<file path="src/rtl/mem_arbiter_pkg.sv">
// Shared definitions for the instruction/data memory arbiter.
package mem_arbiter_pkg;

    localparam int DATA_W = 32;
    localparam int ADDR_W = 32;

    // Two-bit arbiter state encoding
    typedef enum logic [1:0] {
        ST_IDLE    = 2'b00,
        ST_SERVE_I = 2'b01,
        ST_SERVE_D = 2'b10,
        ST_DONE    = 2'b11
    } arb_state_t;

    // Owner encoding on GRANT; also the select value of the address mux
    localparam logic GRANT_I = 1'b0;
    localparam logic GRANT_D = 1'b1;

endpackage

</file>
<file path="src/rtl/mem_arbiter_mux32.sv">
// 32-bit 2:1 multiplexer; select = 0 passes in0, select = 1 passes in1.
module mux32
    import mem_arbiter_pkg::*;
(
    input  logic [DATA_W-1:0] in0,
    input  logic [DATA_W-1:0] in1,
    input  logic              select,
    output logic [DATA_W-1:0] result
);

    // Pure combinational selection
    always_comb begin
        result = select ? in1 : in0;
    end

endmodule

</file>
<file path="src/rtl/mem_arbiter.sv">
// Arbitrates a single memory port between an instruction-side reader and a
// data-side reader/writer. Simultaneous requests alternate, starting with the
// instruction side after reset. Each access holds the port for at least two
// cycles and ends in a one-cycle DONE that releases the owner's stall.
module mem_arbiter
    import mem_arbiter_pkg::*;
(
    input  logic              clk,
    input  logic              reset,
    input  logic              i_read,
    input  logic [ADDR_W-1:0] i_address,
    input  logic              d_read,
    input  logic              d_write,
    input  logic [ADDR_W-1:0] d_address,
    input  logic [DATA_W-1:0] d_writedata,
    input  logic              m_busywait,
    input  logic [DATA_W-1:0] m_readdata,
    output logic              m_read,
    output logic              m_write,
    output logic [ADDR_W-1:0] m_address,
    output logic [DATA_W-1:0] m_writedata,
    output logic              i_busywait,
    output logic              d_busywait,
    output logic [DATA_W-1:0] i_readdata,
    output logic [DATA_W-1:0] d_readdata,
    output logic              grant
);

    arb_state_t        state;
    arb_state_t        state_nxt;
    logic              last;       // side served most recently
    logic              first_cyc;  // high during the first cycle of a SERVE
    logic              op_wr;      // data-side access is a write (latched at grant)
    logic [DATA_W-1:0] cap_data;   // read data captured at the end of SERVE
    logic              i_req;
    logic              d_req;
    logic              serving;

    assign i_req       = i_read;
    assign d_req       = d_read | d_write;
    assign serving     = (state == ST_SERVE_I) || (state == ST_SERVE_D);
    assign m_writedata = d_writedata;
    assign i_readdata  = cap_data;
    assign d_readdata  = cap_data;

    // Address path follows the current owner
    mux32 u_addr_mux (
        .in0    (i_address),
        .in1    (d_address),
        .select (grant),
        .result (m_address)
    );

    // Next-state selection, memory strobes and requester stalls
    always_comb begin
        state_nxt  = state;
        m_read     = 1'b0;
        m_write    = 1'b0;
        i_busywait = i_req;
        d_busywait = d_req;
        case (state)
            ST_IDLE: begin
                if (i_req && d_req) begin
                    state_nxt = (last == GRANT_I) ? ST_SERVE_D : ST_SERVE_I;
                end else if (i_req) begin
                    state_nxt = ST_SERVE_I;
                end else if (d_req) begin
                    state_nxt = ST_SERVE_D;
                end
            end
            ST_SERVE_I: begin
                // The instruction side only ever reads
                m_read = 1'b1;
                if (!first_cyc && !m_busywait) begin
                    state_nxt = ST_DONE;
                end
            end
            ST_SERVE_D: begin
                // Strobe was latched at grant so a dropped request still completes
                m_write = op_wr;
                m_read  = !op_wr;
                if (!first_cyc && !m_busywait) begin
                    state_nxt = ST_DONE;
                end
            end
            ST_DONE: begin
                if (last == GRANT_I) begin
                    i_busywait = 1'b0;
                end else begin
                    d_busywait = 1'b0;
                end
                state_nxt = ST_IDLE;
            end
            default: begin
                state_nxt = ST_IDLE;
            end
        endcase
    end

    // State, ownership and captured read data
    always_ff @(posedge clk) begin
        if (reset) begin
            state     <= ST_IDLE;
            last      <= GRANT_D;
            grant     <= GRANT_I;
            cap_data  <= '0;
            first_cyc <= 1'b0;
            op_wr     <= 1'b0;
        end else begin
            state     <= state_nxt;
            first_cyc <= (state == ST_IDLE) && (state_nxt != ST_IDLE);
            if (state == ST_IDLE && state_nxt == ST_SERVE_I) begin
                grant <= GRANT_I;
            end
            if (state == ST_IDLE && state_nxt == ST_SERVE_D) begin
                grant <= GRANT_D;
                // Write wins when both data strobes are up
                op_wr <= d_write;
            end
            if (serving && state_nxt == ST_DONE) begin
                cap_data <= m_readdata;
                last     <= grant;
            end
        end
    end

endmodule
</file>
<file path="config.mk">
export PLATFORM = sky130hd
export DESIGN_NAME = mem_arbiter
export DESIGN_NICKNAME = d
export VERILOG_FILES = /design/src/rtl/mem_arbiter_pkg.sv /design/src/rtl/mem_arbiter_mux32.sv /design/src/rtl/mem_arbiter.sv
export SDC_FILE = /design/constraint.sdc
export NUM_CORES = 1
export LEC_CHECK = 0
export BUFFER_PORTS_ARGS = -buffer_cell sky130_fd_sc_hd__buf_4
export CORE_AREA = 5 5 99 101
export DETAILED_ROUTE_END_ITERATION = 7
export DIE_AREA = 0 0 104 106
export PLACE_DENSITY = 0.75
export SLEW_MARGIN = 25
export SYNTH_ARGS = -nofsm -noshare
export SYNTH_HDL_FRONTEND = slang
export SYNTH_SLANG_ARGS = --single-unit
</file>
<file path="constraint.sdc">
create_clock -name clk -period 2.6 [get_ports clk]
set_input_delay 0.39 -clock clk [delete_from_list [all_inputs] [get_ports clk]]
set_output_delay 0.39 -clock clk [all_outputs]
set_load 0.03 [all_outputs]
</file>
### Yosys cells after proc, flatten, opt, wreduce, memory -nomap -nowiden

Index checks and enable logic that the tools add are counted.

| cells by class | value |
|---|---|
| mux-type cells | 15 |
| reduce and logical (&&, ||, !) cells | 14 |
| eq/ne operators | 6 |
| bitwise logic cells | 1 |

Operator list:

| operator | number |
|---|---|
| $mux W32 | 1 |
| $mux W2 | 5 |
| $eq A2 B2 Y1 const B | 4 |
| $mux W1 | 7 |
| $logic_and A1 B1 Y1 | 6 |
| $pmux W2 S3 | 1 |
| $eq A2 B1 Y1 const B | 2 |
| $reduce_bool A2 Y1 | 2 |
| $logic_not A1 Y1 | 3 |
| $logic_not A2 Y1 | 1 |
| $pmux W1 S2 | 1 |
| $reduce_or A2 Y1 | 1 |
| $logic_or A1 B1 Y1 | 1 |
| $or A1 B1 Y1 | 1 |

| storage, ports and cells | value |
|---|---|
| output and inout bits | 133 |
| logic and storage cells | 42 |
| input port bits | 134 |
| flip-flop bits (word level) | 38 |

### Logic depth before layout (Yosys ltp)

| logic depth | value |
|---|---|
| depth in word-level cells | 9 |
| mapped depth | 7 |
| mapped depth without buffers | 5 |

### Cells and area by module

Synthesis repeated with hierarchy kept, for this count alone.

| second synthesis, totals | value |
|---|---|
| cells, all modules | 292 |
| area total of the unflattened synthesis | 2867.8 sq um |

By module, submodules not included:

| module | instances | area an instance (sq um) | cells an instance | sequential area each (sq um) |
|---|---|---|---|---|
| mem_arbiter | 1 | 2323.5 | 256 | 760.7 |
| mux32 | 1 | 544.3 | 36 | 0.0 |

### Least setup slack after synthesis

Ideal clock, no wire load.

| path | value |
|---|---|
| path kind | reg-to-output |
| start point | register grant |
| end point | output port m_address[0] |
| arrival time | 1.468 ns |
| path slack | 0.742 ns |
| data required time | 2.210 ns |
| stages on the path, launching flop included | 4 |
| path through | dfxtp_1 clkbuf_1 buf_2 mux2_1 |

| on the way | value |
|---|---|
| word-level cells in the longest chain between the ends | 1 |

RTL lines:

| item | RTL line | RTL |
|---|---|---|
| start: declaration | mem_arbiter.sv:26 | `output logic grant` |
| start signal: assignment | mem_arbiter.sv:105 | `grant <= GRANT_I;` |
| start signal: assignment | mem_arbiter.sv:113 | `grant <= GRANT_I;` |
| start signal: assignment | mem_arbiter.sv:116 | `grant <= GRANT_D;` |
| $mux W32 | mem_arbiter_mux32.sv:13 | `result = select ? in1 : in0;` |
| end: declaration | mem_arbiter.sv:20 | `output logic [ADDR_W-1:0] m_address,` |

Every way passes these cells.

### Final worst setup path

| path | value |
|---|---|
| start point | register state[0] |
| end point | register cap_data[25], in the netlist d_readdata[25] |

| on the way | value |
|---|---|
| word-level cells in the longest chain between the ends | 6 |
| elaborated cells between the ends (all ways) | 13 |
| classes of those cells | eq/ne: 4; mux: 5; reduce/logical: 4 |

RTL lines:

| item | RTL line | RTL |
|---|---|---|
| start: declaration | mem_arbiter.sv:29 | `arb_state_t state;` |
| start signal: assignment | mem_arbiter.sv:110 | `state <= state_nxt;` |
| $mux W2 | mem_arbiter.sv:67 | `end else if (d_req) begin` |
| $mux W2 | mem_arbiter.sv:65 | `end else if (i_req) begin` |
| $mux W2 | mem_arbiter.sv:63 | `if (i_req && d_req) begin` |
| $pmux W2 S3 | mem_arbiter.sv:61 | `case (state)` |
| $eq A2 B2 Y1 | mem_arbiter.sv:120 | `if (serving && state_nxt == ST_DONE) begin` |
| $logic_and A1 B1 Y1 * | mem_arbiter.sv:120 |  |
| end signal: assignment | mem_arbiter.sv:121 | `cap_data <= m_readdata;` |
| end: declaration | mem_arbiter.sv:34 | `logic [DATA_W-1:0] cap_data;` |

Every way passes the cells marked *; elsewhere a longest branch is shown, timed or not.
A chain may end at the register's enable or synchronous reset.

==> impl_metrics.toml <==
[status]
status = "finished clean"

[layout]
nNetsFinal = 561
drive_gt1_share_pct = 50.9
stdcell_area_um2 = 3810
area_growth_syn_to_layout_pct = 46.9
final_common_cell = "buf_4"
final_cell_mix = "203 x buf_4, 68 x nand2_1, 38 x dfxtp_1"
n_antenna_cell = 0
fin_util_pct = 42.6
layoutNonFillerInstCount = 535

[worst_setup_path]
rr_worst_depth = 6
critPathArrivalTime_ps = 2260
r2r-end = "d_readdata[25]$_SDFFE_PP0P_"
worstPathRequired_ps = 2810
critPathMaxFanout = 33
cp-start-kind = "flop"
endpoint_kind = "flop"
crit_type = "flop to flop"
r2r_slack_ps = 550
worstReg2RegStart = "state[0]$_SDFF_PP0_"

[placed_design]
pre_cts_slack_ps = 567
port_buffers = 202
dpl_cell_area_um2 = 3710
dp_hpwl_mm = 7.78
gp_congestion = 0.853
dp.cells = 527

[drt]
num_vias = 2450
wl_mm = 9.12
ant_nets = 0
drc = 0
via_per_inst = 4.58
dr.pass1.iters = 4
first_iter_violations = 181
wl_per_cell_um = 17.1

[logic_synthesis]
ys_seq_area_share_pct = 29.4
yosysWarnings = 0
synth.avg_cell_area_um2 = 8.94
synth_compound_area_share_pct = 5.26
synthXorXnorAreaFrac_pct = 0
synthesis.nets = 428
synthMuxAreaShare_pct = 27.0
syn-cell-area_um2 = 2590
synth_top_family_by_area = "multiplexers"
ys_ff_latch = 38
ys_types = 31
syn-instance-count = 290
yosys.area_share.simple_pct = 13.2
synthAdderAreaFrac_pct = 1.93

[global_routing]
grt_overflow = 0
grt_usage_pct = 15.4
grt_antenna_before_repair = 0
grt_pass1_wl_mm = 13.6
grt_max_degree = 40
grt_pass1_vias = 2449

[sta]
tightestPinTransition_ps = 552
rsz0062_at_grt = "no"
finalWorstSetupSlack_ps = 551
finalHoldViolations = 0
worst_clock_skew_ps = 2.63
fmax_ghz = 0.488
finalCriticalPeriod_ps = 2050
setup_viol = 0
final.setup.tns_ps = 0
timing.final.crit_share_pct = 78.8
slew_viol_final = 0
relSlewSlack_pct = 63.1
fin_hold_ws_ps = 349

[hold_path]
hold-path-endpoint = "d_readdata[8]$_SDFFE_PP0P_"
hold_path.class = "input port to flop"
min-delay-start = "m_readdata[8]"
whs_path_depth = 3

[power_and_ir_drop]
power_density_nw_per_um2 = 599
p_leak_nw = 2.07
ir_drop_mv = 0.250
p_total_mw = 2.28

[clock_tree]
htreeDepth = 2
cts_tree = "built"
worstSkewPairLatency_ps = 280
post-cts-setup-buffers = 0
cts_buffers = 5
clock-root-buffer = "clkbuf_8"
holdBufCountCts = 0
cts_resized = 0
cts_num_sinks = 38
clk_pin_slew_ps = 80
clock_path_buffers = 2

[floorplanning]
io_pins = 267
die_w_um = 104
die_h_um = 106
core_region_area_um2 = 8930
die_area_um2 = 11000
start_util_pct = 29.0
rows = 35

[flow_run]
max_cap_violations = 0
metal layers:
metal  up-vias  wire, um  global-route usage, %
met3        11       832                   5.65
met5         -         0                      0
met1      1120      3210                   15.6
met4         0       125                   3.52
met2       160      4950                   29.7
li1       1159         -                      -
area by class of cell:
class | instances | area [um2]
Clock buffer | 6 | 82.6
Clock inverter | 2 | 12.5
Fill cell | 881 | 5130
Inverter | 5 | 18.8
Multi-Input combinational cell | 168 | 1230
Sequential cell | 38 | 761
Tap cell | 111 | 139
Timing Repair Buffer | 205 | 1560
how the worst max path moves through the flow:
stage	end	from
after floorplan	m_address[0]	grant$_SDFFE_PP0P_
after global placement	d_readdata[20]$_SDFFE_PP0P_	state[0]$_SDFF_PP0_
after detailed placement	d_readdata[4]$_SDFFE_PP0P_	state[0]$_SDFF_PP0_
after CTS	d_readdata[4]$_SDFFE_PP0P_	state[0]$_SDFF_PP0_
after global routing	d_readdata[4]$_SDFFE_PP0P_	state[0]$_SDFF_PP0_
final	d_readdata[25]$_SDFFE_PP0P_	state[0]$_SDFF_PP0_
synth_stat cells (all sizes together):
| library cell | n | area, um2 |
|---|---|---|
| a21oi | 4 | 20.0 |
| a221oi | 1 | 8.76 |
| a32oi | 1 | 27.5 |
| and2 | 1 | 6.26 |
| and2b | 1 | 7.51 |
| and4bb | 1 | 16.3 |
| buf | 71 | 552 |
| clkbuf | 8 | 30.0 |
| dfxtp | 38 | 761 |
| ha | 4 | 50.1 |
| inv | 5 | 18.8 |
| mux2 | 32 | 360 |
| mux2i | 34 | 340 |
| nand2 | 68 | 255 |
| nand2b | 1 | 6.26 |
| nor2 | 5 | 18.8 |
| nor2b | 2 | 12.5 |
| nor3b | 1 | 7.51 |
| o211a | 1 | 10.0 |
| o211ai | 2 | 15.0 |
| o21a | 1 | 7.51 |
| o21ai | 1 | 5.00 |
| o2bb2ai | 2 | 17.5 |
| o311a | 1 | 10.0 |
| o31ai | 2 | 15.0 |
| or2 | 1 | 6.26 |
| or3 | 1 | 6.26 |
state kept, by name, summed over array words and instances, names as in the netlist:
| name | cells |
|---|---|
| first_cyc | 1 |
| op_wr | 1 |
| grant | 1 |
| state | 2 |
| last | 1 |
| d_readdata | 32 |
power by group:
group	internal, mW	leakage (nW)	switching, mW	total (mW)
Clock	0.213	0.0472	0.209	0.422
Sequential	0.637	0.308	0.0548	0.692
Combinational	0.489	1.71	0.678	1.17
Total	1.34	2.07	0.942	2.28
critical path, cell delays in order (launching register included):
cell	delay, ps
dfxtp_1	500
inv_1	120
ha_1	330
and4bb_4	270
a32oi_4	240
buf_12	260
mux2i_1	210
logic make-up (layout without fill, tap and decap cells):
logic type	count (synthesis)	after routing
buf+inv	84	218
simple gates	82	82
mux	66	66
compound gates	16	16
flops	38	38
fa+ha+maj	4	4
No activity file was read; power rests on OpenSTA's default activity.
